`config.mk`:
```
export PLATFORM = sky130hd
export DESIGN_NAME = ddr3_rd_return_router
export DESIGN_NICKNAME = d
export VERILOG_FILES = /design/src/rtl/ddr3_sniffer_pkg.sv /design/src/rtl/ddr3_tag_fifo.sv /design/src/rtl/ddr3_rd_return_router.sv
export SDC_FILE = /design/constraint.sdc
export NUM_CORES = 1
export LEC_CHECK = 0
export ABC_CLOCK_PERIOD_IN_PS = 8760
export CORE_AREA = 2 2 343 345
export DETAILED_ROUTE_END_ITERATION = 8
export DIE_AREA = 0 0 345 347
export HOLD_SLACK_MARGIN = 0.05
export PLACE_DENSITY = 0.4
export SLEW_MARGIN = 20
export SYNTH_ARGS = -nofsm -noshare
export SYNTH_HDL_FRONTEND = slang
export SYNTH_HIERARCHICAL = 1
export SYNTH_SLANG_ARGS = --single-unit
```
`constraint.sdc`:
```
create_clock -name ddr3_clk -period 8.76 [get_ports ddr3_clk]
set_input_delay 0.876 -clock ddr3_clk [delete_from_list [all_inputs] [get_ports ddr3_clk]]
set_output_delay 0.876 -clock ddr3_clk [all_outputs]
set_load 0.1 [all_outputs]
```
`src/rtl/ddr3_sniffer_pkg.sv`:
```
// Shared definitions for the DDR3 sniffer datapath: bus widths, command and
// slave encodings, and the read-return beat tracking states.
package ddr3_sniffer_pkg;

  localparam int unsigned DATA_W = 288;
  localparam int unsigned MASK_W = DATA_W / 8;
  localparam int unsigned ADDR_W = 28;

  localparam logic [2:0] CMD_WRITE = 3'b000;
  localparam logic [2:0] CMD_READ  = 3'b001;

  localparam logic SLV_APP   = 1'b0;
  localparam logic SLV_SNIFF = 1'b1;

  typedef enum logic {
    BEAT0 = 1'b0,
    BEAT1 = 1'b1
  } beat_state_t;

endpackage

```
`src/rtl/ddr3_tag_fifo.sv`:
```
// 1-bit wide synchronous FIFO holding the slave id of each read in flight.
// The caller must not push when full (unless popping) nor pop when empty.
module ddr3_tag_fifo #(
  parameter int unsigned DEPTH = 16
) (
  input  logic                       clk,
  input  logic                       rst_n,
  input  logic                       push,
  input  logic                       din,
  input  logic                       pop,
  output logic                       dout,
  output logic                       full,
  output logic                       empty,
  output logic [$clog2(DEPTH):0]     count
);

  localparam int unsigned AW = $clog2(DEPTH);
  localparam int unsigned CW = AW + 1;

  logic          mem [DEPTH];
  logic [AW-1:0] wr_ptr;
  logic [AW-1:0] rd_ptr;

  always_ff @(posedge clk) begin
    if (push) mem[wr_ptr] <= din;
  end

  // Pointers wrap naturally because DEPTH is a power of two.
  always_ff @(posedge clk) begin
    if (!rst_n) begin
      wr_ptr <= '0;
      rd_ptr <= '0;
      count  <= '0;
    end else begin
      if (push) wr_ptr <= wr_ptr + 1'b1;
      if (pop)  rd_ptr <= rd_ptr + 1'b1;
      case ({push, pop})
        2'b10:   count <= count + 1'b1;
        2'b01:   count <= count - 1'b1;
        default: count <= count;
      endcase
    end
  end

  assign dout  = mem[rd_ptr];
  assign full  = (count == CW'(DEPTH));
  assign empty = (count == '0);

endmodule

```
`src/rtl/ddr3_rd_return_router.sv`:
```
// Routes DDR3 read-return beats to the slave that issued the read, using a
// tag FIFO filled at command accept time, and flags protocol errors.
module ddr3_rd_return_router #(
  parameter int unsigned DEPTH  = 16,
  parameter int unsigned DATA_W = ddr3_sniffer_pkg::DATA_W
) (
  input  logic                   ddr3_clk,
  input  logic                   ddr3_rst_n,
  input  logic                   cmd_accept,
  input  logic                   cmd_is_read,
  input  logic                   cmd_slave,
  output logic                   tag_full,
  input  logic [DATA_W-1:0]      rd_data,
  input  logic                   rd_data_valid,
  input  logic                   rd_data_end,
  output logic [DATA_W-1:0]      slave0_rd_data,
  output logic                   slave0_rd_data_valid,
  output logic                   slave0_rd_data_end,
  output logic [DATA_W-1:0]      slave1_rd_data,
  output logic                   slave1_rd_data_valid,
  output logic                   slave1_rd_data_end,
  output logic [$clog2(DEPTH):0] outstanding,
  output logic [2:0]             err_flags
);

  import ddr3_sniffer_pkg::*;

  logic        push_req;
  logic        push;
  logic        pop;
  logic        head;
  logic        fifo_full;
  logic        fifo_empty;
  logic [DATA_W-1:0] data_q;
  beat_state_t state;

  assign push_req = cmd_accept & cmd_is_read;
  assign pop      = rd_data_valid & rd_data_end & ~fifo_empty;
  // A pop in the same cycle frees a slot, so a push into a full FIFO still lands.
  assign push     = push_req & (~fifo_full | pop);

  ddr3_tag_fifo #(.DEPTH(DEPTH)) u_tag_fifo (
    .clk   (ddr3_clk),
    .rst_n (ddr3_rst_n),
    .push  (push),
    .din   (cmd_slave),
    .pop   (pop),
    .dout  (head),
    .full  (fifo_full),
    .empty (fifo_empty),
    .count (outstanding)
  );

  assign tag_full = fifo_full;

  always_ff @(posedge ddr3_clk) begin
    if (!ddr3_rst_n) begin
      state                <= BEAT0;
      err_flags            <= '0;
      data_q               <= '0;
      slave0_rd_data_valid <= 1'b0;
      slave0_rd_data_end   <= 1'b0;
      slave1_rd_data_valid <= 1'b0;
      slave1_rd_data_end   <= 1'b0;
    end else begin
      data_q               <= rd_data;
      slave0_rd_data_valid <= rd_data_valid & ~fifo_empty & (head == SLV_APP);
      slave0_rd_data_end   <= rd_data_valid & rd_data_end & ~fifo_empty & (head == SLV_APP);
      slave1_rd_data_valid <= rd_data_valid & ~fifo_empty & (head == SLV_SNIFF);
      slave1_rd_data_end   <= rd_data_valid & rd_data_end & ~fifo_empty & (head == SLV_SNIFF);

      if (push_req && fifo_full && !pop) err_flags[0] <= 1'b1;
      if (rd_data_valid && fifo_empty)   err_flags[1] <= 1'b1;

      if (rd_data_valid) begin
        case (state)
          BEAT0: begin
            if (rd_data_end) err_flags[2] <= 1'b1;
            else             state        <= BEAT1;
          end
          BEAT1: begin
            if (rd_data_end) state        <= BEAT0;
            else             err_flags[2] <= 1'b1;
          end
          default: state <= BEAT0;
        endcase
      end
    end
  end

  assign slave0_rd_data = data_q;
  assign slave1_rd_data = data_q;

endmodule

```
**After elaboration in Yosys (flattened, before gate mapping)**

Memory sizes are Yosys's and may differ from the RTL's. A register that Yosys moved wholly into a read port is not among the register bits.
Cells that the tools add are included.
W data, S select, Z words.

- Logic and storage cells: 52
- Memories: 1
- RAM bits: 16
- Register bits: 309
- Input bits: 295
- Output and inout bits: 589

- Multiplexer cells: 9
- Reductions and logical operators: 7
- Bitwise operators: 14
- Eq/ne operators: 5
- $add $sub $neg: 4

Memories:

| name | words | bits a word | read ports | clocked after Yosys merged registers in | write ports | line | RTL |
|---|---|---|---|---|---|---|---|
| u_tag_fifo.mem | 16 | 1 | 1 | 1 | 1 | ddr3_tag_fifo.sv:20 | `logic mem [DEPTH];` |

Operators by type and width:

| kind | number |
|---|---|
| $pmux W5 S2 | 1 |
| $and A1 B1 Y1 | 9 |
| $add A4 B1 Y4 const B | 2 |
| $mux W4 | 2 |
| $add A5 B1 Y5 const B | 1 |
| $eq A5 B5 Y1 const B | 1 |
| $logic_not A5 Y1 | 1 |
| $mux W1 | 5 |
| $sub A5 B1 Y5 const B | 1 |
| $ne A2 B2 Y1 const B | 2 |
| $not A1 Y1 | 4 |
| $logic_and A1 B1 Y1 | 3 |
| $reduce_and A3 Y1 | 1 |
| $eq A2 B1 Y1 const B | 1 |
| $eq A2 B2 Y1 const B | 1 |
| $pmux W1 S2 | 1 |
| $reduce_bool A2 Y1 | 1 |
| $logic_not A1 Y1 | 1 |
| $or A1 B1 Y1 | 1 |

**Longest topological paths before layout**

Gate-level depths: netlist of the first run.

- Depth after elaboration: 7
- Gate-level depth with buffers: 14
- Gate-level depth less buffers: 12

**Modules after synthesis**

The synthesis of the first run kept the hierarchy.

Modules (own cells, without submodules):

| module | area each (um^2) | instances | seq. area each (um^2) | cells an instance |
|---|---|---|---|---|
| ddr3_rd_return_router | 10,313.6 | 1 | 5,925.7 | 923 |
| ddr3_tag_fifo | 1,625.3 | 1 | 820.8 | 137 |

**Worst setup path before layout of the first run**

OpenSTA, ideal clock, no wires.

- Path type: register to register
- Start point: register u_tag_fifo.count[2]
- End point: register u_tag_fifo.count[4]
- Cell stages (with the launch flop): 14
- Clock period less this slack: 4.872 ns
- Library setup time: 0.064 ns
- Data arrival time: 4.808 ns
- Path slack: 3.888 ns
- Path buffers: 2
- Required time: 8.696 ns
- Cells stage by stage: dfxtp_1 -> or4_1 -> nor2_1 -> inv_1 -> o211a_1 -> clkbuf_1 -> inv_1 -> ha_1 -> buf_2 -> xor2_1 -> ha_1 -> o2111a_1 -> or4b_1 -> nand4_1

- Elaborated cells between the ends (all ways): 13
- Those cells by class: 2 x add/sub; 3 x eq/ne; 1 x mux; 5 x bitwise; 2 x reduce/logical

RTL lines:

| what | line | RTL |
|---|---|---|
| start, declared | ddr3_tag_fifo.sv:14 | `output logic [$clog2(DEPTH):0] count` |
| start signal, assigned | ddr3_tag_fifo.sv:38 | `2'b10: count <= count + 1'b1;` |
| start signal, assigned | ddr3_tag_fifo.sv:39 | `2'b01: count <= count - 1'b1;` |
| start signal, assigned | ddr3_tag_fifo.sv:40 | `default: count <= count;` |
| $eq A5 B5 Y1 * | ddr3_tag_fifo.sv:46 | `assign full = (count == CW'(DEPTH));` |
| named net tag_full | ddr3_rd_return_router.sv:12 | `output logic tag_full,` |
| $not A1 Y1 * | ddr3_rd_return_router.sv:40 | `assign push = push_req & (~fifo_full \| pop);` |
| $or A1 B1 Y1 * | ddr3_rd_return_router.sv:40 |  |
| $and A1 B1 Y1 * | ddr3_rd_return_router.sv:40 |  |
| named net push | ddr3_rd_return_router.sv:29 | `logic push;` |
| $eq A2 B1 Y1 / $eq A2 B2 Y1 (equally long branches) | ddr3_tag_fifo.sv:37 | `case ({push, pop})` |
| $pmux W5 S2 / $reduce_bool A2 Y1 (equally long branches) | - |  |

The timed path passes the listed nets; every way through them passes the cells marked *.
A chain may end at the register's enable or synchronous reset.

**Worst setup path after layout of the first run**

- Start point: register u_tag_fifo.count[2]
- End point: output tag_full

- Cells in the longest elaborated chain, start to end: 1

RTL lines:

| what | line |
|---|---|
| $eq A5 B5 Y1 | ddr3_tag_fifo.sv:46 |
| end, declared | ddr3_rd_return_router.sv:12 |

No other way between the ends.

==> results of run 1 <==
power breakdown:
part / internal, mW / switching (mW) / total [mW]
Clock: 1.06 / 0.678 / 1.74
Sequential: 1.59 / 0.0782 / 1.67
Combinational: 0.410 / 1.30 / 1.70
Total: 3.06 / 2.05 / 5.11
flip-flops by register name (all words and copies together), names as in the netlist, named ones only:
signal and cells:
state 1, u_tag_fifo/mem 16, slave1_rd_data_valid 1, u_tag_fifo/count 5, slave0_rd_data 288, u_tag_fifo/wr_ptr 4
u_tag_fifo/rd_ptr 4, slave1_rd_data_end 1, slave0_rd_data_valid 1, err_flags 3, slave0_rd_data_end 1
routing by layer:
metal  routed length, um  vias to the layer above  global-route usage
li1                    -                     4223                   -
met1               23800                     4163               0.109
met2               30500                      492               0.171
met3                6770                       51              0.0471
met4                1140                        0              0.0269
met5                   0                        -                   0
layout make-up:
type / count / area (um2) / area share
Clock buffer: 60 / 1230 / 0.0574
Inverter: 6 / 22.5 / 0.00105
Multi-Input combinational cell: 400 / 2690 / 0.125
Tap cell: 1524 / 1910 / 0.0890
Sequential cell: 329 / 6750 / 0.315
Timing Repair Buffer: 885 / 8690 / 0.405
Clock inverter: 12 / 153 / 0.00712
path summary, 6_finish.rpt:
kind                              end  cells past startpoint                start
hold reg to reg          err_flags[2]                      2         err_flags[2]
hold / removal           err_flags[2]                      2         err_flags[2]
setup reg to reg  u_tag_fifo/count[4]                     11  u_tag_fifo/count[2]
setup / recovery             tag_full                      3  u_tag_fifo/count[2]
Yosys cell counts, types with 4 or more instances:
cell,count
sky130_fd_sc_hd__nor2b_1,4
sky130_fd_sc_hd__o21ai_0,5
sky130_fd_sc_hd__nand4_1,5
sky130_fd_sc_hd__clkbuf_2,5
sky130_fd_sc_hd__clkbuf_1,5
sky130_fd_sc_hd__nor2_1,6
sky130_fd_sc_hd__edfxtp_1,16
sky130_fd_sc_hd__nand2_1,9
sky130_fd_sc_hd__ha_1,9
sky130_fd_sc_hd__inv_1,6
sky130_fd_sc_hd__buf_6,23
sky130_fd_sc_hd__and2_1,312
sky130_fd_sc_hd__mux4_1,4
sky130_fd_sc_hd__buf_4,288
sky130_fd_sc_hd__dfxtp_1,313
sky130_fd_sc_hd__xnor2_1,7
sky130_fd_sc_hd__buf_2,4
cells by family (layout without fill, tap and decap cells):
| family | after synthesis | count (layout) | synth area share |
|---|---|---|---|
| xor gates and xnor gates | 10 | 10 | 0.00734 |
| buffers and inverters | 331 | 963 | 0.210 |
| DFF | 329 | 329 | 0.565 |
| adders and majority gates | 9 | 9 | 0.00943 |
| AOI/OAI and AO/OA | 15 | 15 | 0.00838 |
| and+or+nand+nor | 358 | 358 | 0.187 |
| muxes | 8 | 8 | 0.0132 |
metrics by stage:
stage                     utilization  instances  area (um2)
final                           0.185       3216       21400
after global routing            0.185       3216       21400
after CTS                       0.185       3216       21400
after detailed placement        0.173       3144       20100
after global placement          0.173       3144       20100
after floorplan                     -       1060       11900
worst reg2reg max path: stages (launching register included):
cell and delay [ns]:
sky130_fd_sc_hd__dfxtp_1 0.39, sky130_fd_sc_hd__or4_1 0.61, sky130_fd_sc_hd__nor2_1 0.17, sky130_fd_sc_hd__and3b_1 0.32, sky130_fd_sc_hd__o211a_1 0.38, sky130_fd_sc_hd__inv_1 0.17
sky130_fd_sc_hd__ha_1 0.37, sky130_fd_sc_hd__xor2_1 0.13, sky130_fd_sc_hd__ha_1 0.21, sky130_fd_sc_hd__o2111a_1 0.28, sky130_fd_sc_hd__or4_1 0.54, sky130_fd_sc_hd__nand4_1 0.11
layout by cell type, fill, tap and decap left out, types with 6 or more instances in the layout:
cell type	count
sky130_fd_sc_hd__edfxtp_1	16
sky130_fd_sc_hd__clkbuf_16	43
sky130_fd_sc_hd__buf_2	8
sky130_fd_sc_hd__ha_1	9
sky130_fd_sc_hd__clkdlybuf4s50_1	827
sky130_fd_sc_hd__xnor2_1	7
sky130_fd_sc_hd__inv_1	6
sky130_fd_sc_hd__clkbuf_8	9
sky130_fd_sc_hd__and2_1	312
sky130_fd_sc_hd__clkinv_2	6
sky130_fd_sc_hd__nor2_1	6
sky130_fd_sc_hd__dfxtp_1	313
sky130_fd_sc_hd__buf_4	47
sky130_fd_sc_hd__clkbuf_1	8
sky130_fd_sc_hd__nand2_1	9
==> results list, run 1 <==
- The final number of max-transition violations was 0.
- Per-cell routed wire length: 19.4 um
* Initial antenna violation count: 2
- Number of buffers created by CTS: 42
* Seq cells post-synth: 329
* Gate count after technology mapping: 1060
- Setup violations remaining at the end of the flow were counted as 0.
- Biggest area contributors in the synthesized netlist: sky130_fd_sc_hd__dfxtp_1, sky130_fd_sc_hd__buf_4, sky130_fd_sc_hd__and2_1
- The number of nets handed over by synthesis was 1364.
* Final cycle utilization of the critical path: 0.442
- Die width: about 350 um
- For this run, the number of Yosys warnings is 6.
- The critical path is of the reg2out type.
- Of the synthesized area, sequential elements account for 0.565.
- Critical Path Start Type: register
* First-pass iteration count of the detailed router: 4
- For the final database, setup skew stands at 0.00852 ns.
- Row generation in the floorplan step produced 125 rows.
* Post-CTS clock slew at the launch and capture registers of the worst setup and hold paths: 0.06 ns
- Required arrival time at the worst endpoint: ~8 ns
- Final critical path time including I/O delays and setup: 3.88 ns
- Worst slew margin: 0.210
* Starting density of the core: 0.103
- In the routed design, unresolved DRC markers number 0.
* Total Wirelength: 62300 um
- Core Footprint: approximately 0.12 mm2
- For the pin with the worst max-slew slack, the measured transition is 1.18 ns.
- Summed over all layers, the global routing overflow is 0.
- Dominant register cell in the synthesized netlist: sky130_fd_sc_hd__dfxtp_1
* Biggest fanout along the worst timing path: 10
* Number of post-CTS setup repair buffers: 0
* Arrival time worst endpoint: 3.00 ns
- Prior to clock tree synthesis, the placed netlist has a worst setup slack of roughly 4.6 ns.
* CTS sink count: approximately 330
* Maximum number of pins on one net before global-route repair: 125
- From synthesis to final layout, the design area changed by 79.5%.
- Filler Cell Count: ~13000
- In this run the vertical extent of the chip is 347 um.
- In the final design database the tool counted 1968 nets.
- Critical Path Sink Type: output port
* Wire length of the first global-routing pass: 82600 um
- Count of different cell masters after synthesis: 42
* Final HPWL DP: 52400 um
- CTS built an H-tree with a depth of 2.
- Gp weighted congestion: 0.870
- In the final layout, the share of cells above drive strength 1 is 0.0727.
- Across all layers, the routed design uses 8929 vias.
* Count of input and output buffers: 883
- Together, buffers and inverters on the worst path number 1.
- In this run, post-CTS hold repair placed 0 buffers.
- The critical path goes through or4_1 > nor2_1 > clkdlybuf4s50_1.
* Power per standard cell area: 239 mW/mm2
- The cell family contributing the most delay on the critical path is buffers and inverters.
- Summed over all failing endpoints, the final setup total negative slack is 0 ns.
- 0 antenna diodes ended up in the layout.
* Cell leakage power: 7.99 nW
* Peak clock frequency supported by timing: roughly 260 MHz
- In this run the worst hold path is classified as reg2reg.
* Total design power: 5.11 mW
- For this run, the slowest stage of the critical path takes 1.19 ns.
* RSZ-0062 raised after global routing: false
- Final hold analysis gives a worst-case slack of 0.475 ns.
* Number of maximum-capacitance violations: 0
- Share of synthesized registers carrying an async set or reset: 0
- The synthesized design contains 16 enable-type register cells.
- The tree is rooted in a sky130_fd_sc_hd__clkbuf_16.
- The count of final hold-check violations came to 0.
- The worst-case IR drop observed on VDD is 0.113 mV.
- For this run, the total global-route usage over all layers was measured as 0.0996.
* Run status: finished, final reports clean
* Area share of the largest cell type after synthesis: 0.525
- During I/O placement, the number of pins put on the boundary was 884.
- Area of the mapped netlist: 0.0119 mm2
- Area of the die: 0.120 mm2
- Gates resized during post-CTS repair numbered 0.
- Biggest area consumer among synthesized cells: sky130_fd_sc_hd__dfxtp_1
* Mean post-synth cell area: 11.3 um2
- Vias in the first global route: 9546
- After the first detailed-routing iteration, the DRC count stood at between 300 and 400.
- Ratio of routed vias to standard cells: ~2.8
- Buffer depth of the longest clock path: 3
- Detail Route Antenna Nets: 0
- Clock Latency Late Sink: 0.57 ns
* Reg-to-reg setup timing slack: 5.03 ns
- Critical Path Slowest Stage Cell: sky130_fd_sc_hd__clkdlybuf4s50_1
- Crit path setup slack, layout: between 4 and 5 ns
- TritonCTS clock tree: done
No activity file was read; power rests on OpenSTA's default activity.
==> inputs of run 2 (changes only) <==
--- a/config.mk
+++ b/config.mk
@@ -5,12 +5,12 @@
 export SDC_FILE = /design/constraint.sdc
 export NUM_CORES = 1
 export LEC_CHECK = 0
-export ABC_CLOCK_PERIOD_IN_PS = 8760
+export ABC_CLOCK_PERIOD_IN_PS = 3500
 export CORE_AREA = 2 2 343 345
 export DETAILED_ROUTE_END_ITERATION = 8
 export DIE_AREA = 0 0 345 347
 export HOLD_SLACK_MARGIN = 0.05
-export PLACE_DENSITY = 0.4
+export PLACE_DENSITY = 0.41
 export SLEW_MARGIN = 20
 export SYNTH_ARGS = -nofsm -noshare
 export SYNTH_HDL_FRONTEND = slang
==> constraint.sdc (replaced) <==
create_clock -name ddr3_clk -period 3.5 [get_ports ddr3_clk]
set_input_delay 0.35 -clock ddr3_clk [delete_from_list [all_inputs] [get_ports ddr3_clk]]
set_output_delay 0.35 -clock ddr3_clk [all_outputs]
set_load 0.1 [all_outputs]
==> results list, run 2 (synthesized netlist as in run 1, its figures left out) <==
- Run status: finished, final reports clean
- At the later pin of the worst-skew pair, clock insertion delay measures 0.61 ns.
* Logic gate share of total power: 0.335
* Design internal power: between 7 and 8 mW
* Number of endpoints with negative hold slack in the final report: 0
- Leaving out fill and tap cells, the most frequent cell in the layout is sky130_fd_sc_hd__clkdlybuf4s50_1.
* Required arrival time at the worst endpoint: 4.03 ns
- # hold bufs at CTS: 0
* Reg-to-Reg End: u_tag_fifo/count[4]
- Largest stage delay on the critical path: 0.56 ns
- Number of buffers created by CTS: 43
- Power comes to 13.0 mW.
- CP cell instances: or4_4 > nor2_1 > and3b_1 > o211a_1 > inv_4 > ha_4 > xor2_1 > ha_2 > a21o_1 > o21ai_0 > or4_1 > nand4_1
* Final HPWL DP: roughly 61000 um
- The worst register-to-register path begins at u_tag_fifo/count[1].
- Cell depth of the worst min-delay path: 2
* Area growth syn-to-layout: 79.8%
* Maximum number of pins on one net before global-route repair: roughly 130
- Buffers placed on the I/O ports in this run total 883.
- Number of I/O pins: 884
- The floorplan step set the die width to 345 um.
- The detailed router placed 9155 vias in this run.
- Worst Path Buf+Inv: 1
- The clock tree synthesis step divided the H-tree into 2 levels.
- Once the clock tree was built, the resizer swapped 0 gates to a different size.
* Detail Route Antenna Nets: 0
- Of the total power, registers draw 0.321.
- The register with the most flip-flops in the layout has ~290 of them.
- The worst register-to-register path has a depth of 12.
* Worst slew margin: 0.204
- First DRT Iteration DRCs: 371
* Gr usage total: 0.113
- The longest clock path from root to sink contains 3 buffers.
- Sequential standard cell area: 0.00676 mm2
- Final critical path time including I/O delays and setup: about 3.3 ns
* Total Negative Setup Slacks: 0 ns
- Final count of pins violating max slew: 0
- Based on the critical path, the design can be clocked at up to 307 MHz.
- The path with the worst hold slack has its endpoint at slave0_rd_data[264].
- The via count of the first global-routing pass is 9733.
- The worst hold path begins at rd_data[264].
- At the end of routability-driven placement, the weighted congestion stood at roughly 0.84.
- Number of maximum-capacitance violations: 0
* Crit-path leading delay family: simple AND/OR/NAND/NOR gates
- Total congestion overflow: 0
- The die covers 0.120 mm2.
- The critical path is of the reg2reg type.
- For this run, the detailed router's first-pass iteration total came to 4.
* Final cycle utilization of the critical path: 0.929
* Power per standard cell area: 607 mW/mm2
- The slowest stage of the critical path belongs to the cell sky130_fd_sc_hd__or4_4.
* Number of nets in the layout: 1973
* Critical Path Start Type: register
- The worst setup path is captured at a register.
* Number of post-CTS setup repair buffers: 0
- The routed design has 70400 um of wire.
* CTS sink count: roughly 330
- Of the cells placed in the final design, the portion with a size suffix greater than 1 is 0.123.
- Detailed-route DRC error count: 0
- The first global-routing pass estimated 92400 um of wire.
- Ratio of routed vias to standard cells: 2.84
- Switching power summed over all nets: 5.35 mW
- Starting density of the core: 0.103
* Cell leakage power: around 8.2 nW
- After floorplanning, the core was divided into between 100 and 150 placement rows.
* Highest-count cells in the layout ignoring fill and taps: sky130_fd_sc_hd__clkdlybuf4s50_1, sky130_fd_sc_hd__and2_1, sky130_fd_sc_hd__dfxtp_1
- The worst hold path belongs to the class in2reg.
* Arrival time worst endpoint: 3.79 ns
* Filler Cell Count: ~13000
- Transition time of the tightest slew-check pin: around 1.2 ns
- Clock tree synthesis selected as its root buffer the cell sky130_fd_sc_hd__clkbuf_16.
- Per-cell routed wire length: about 22 um
- TritonCTS clock tree: done
* Final setup violation count: 0
- The initial antenna violation count came to 6.
- Clock tree skew after final layout: roughly 0.011 ns
* Height of the die: 347 um
* RSZ-0062 raised after global routing: false
- Clock share of power: 0.343
- Reg-to-reg setup timing slack: roughly 0.25 ns
* Switching fraction of total power: 0.411
- In the final layout, the multi-input gates occupy 0.00271 mm2.
- The total area inside the core boundary comes to roughly 0.12 mm2.
- In this run the worst path has a maximum fanout of 9.
- IR Drop Worst-Case VDD: approximately 0.38 mV
- After clock tree synthesis, the clock-pin slew on the worst setup and hold paths is 0.06 ns.
==> run 2: cell count changes in the layout (fill, tap and decap cells not counted), moves of 3 or more <==
| cell | before | now |
|---|---|---|
| sky130_fd_sc_hd__buf_4 | 47 | 126 |
| sky130_fd_sc_hd__clkdlybuf4s50_1 | 827 | 760 |
| sky130_fd_sc_hd__buf_2 | 8 | 0 |
| sky130_fd_sc_hd__clkbuf_8 | 9 | 15 |
| sky130_fd_sc_hd__dfxtp_1 | 313 | 308 |
| sky130_fd_sc_hd__clkbuf_1 | 8 | 5 |
| sky130_fd_sc_hd__clkinv_2 | 6 | 3 |
| sky130_fd_sc_hd__dfxtp_4 | 0 | 3 |
==> run 2: how the worst max path moves through the flow <==
stage	start	cells after the start	slack (ns)	endpoint
5_1_grt	u_tag_fifo/count[1]	12	0.07	u_tag_fifo/count[4]
6_report	u_tag_fifo/count[1]	12	0.25	u_tag_fifo/count[4]
3_5_place_dp	u_tag_fifo/count[1]	12	0.30	u_tag_fifo/count[4]
3_3_place_gp	u_tag_fifo/count[1]	12	0.42	u_tag_fifo/count[4]
4_1_cts	u_tag_fifo/count[1]	12	0.25	u_tag_fifo/count[4]
2_1_floorplan	u_tag_fifo/count[1]	13	0.01	u_tag_fifo/count[4]
==> run 2: layout make-up <==
class                           count  area share
Sequential cell                   329       0.315
Inverter                            6     0.00117
Timing Repair Buffer              889       0.401
Tap cell                         1524      0.0888
Clock inverter                     11     0.00758
Antenna cell                        2    0.000233
Multi-Input combinational cell    400       0.126
Clock buffer                       62      0.0600
==> run 2: layer usage <==
| layer | global-route usage | wire length (um) | part of all wire |
|---|---|---|---|
| met2 | 0.189 | 33400 | 0.47 |
| met1 | 0.138 | 29800 | 0.42 |
| met3 | 0.0418 | 5980 | 0.085 |
| met4 | 0.0261 | 1170 | 0.017 |
| met5 | 0 | 13 | 0.00018 |
==> run 2: power by group through the flow <==
stage,Sequential (mW),Clock [mW],Combinational [mW]
floorplan,5.62,0,1.89
global placement,4.26,0,4.42
detailed placement,4.27,0,4.41
CTS,4.20,4.69,4.42
global route,4.21,4.81,4.48
finish,4.19,4.47,4.37
==> run 2: per-stage QoR <==
| step | instance area (um2) | instances | setup WS (ns) | util | hold slack, ns |
|---|---|---|---|---|---|
| 6_report | 21500 | 3223 | 0.247 | 0.185 | 0.322 |
| 4_1_cts | 21500 | 3221 | 0.253 | 0.185 | 0.244 |
| 2_1_floorplan | 12000 | 1060 | 0.0144 | - | 0.439 |
| 5_1_grt | 21500 | 3222 | 0.0721 | 0.185 | 0.282 |
| 3_5_place_dp | 20000 | 3148 | 0.303 | 0.173 | 0.507 |
| 3_3_place_gp | 20000 | 3148 | 0.415 | 0.173 | 0.492 |
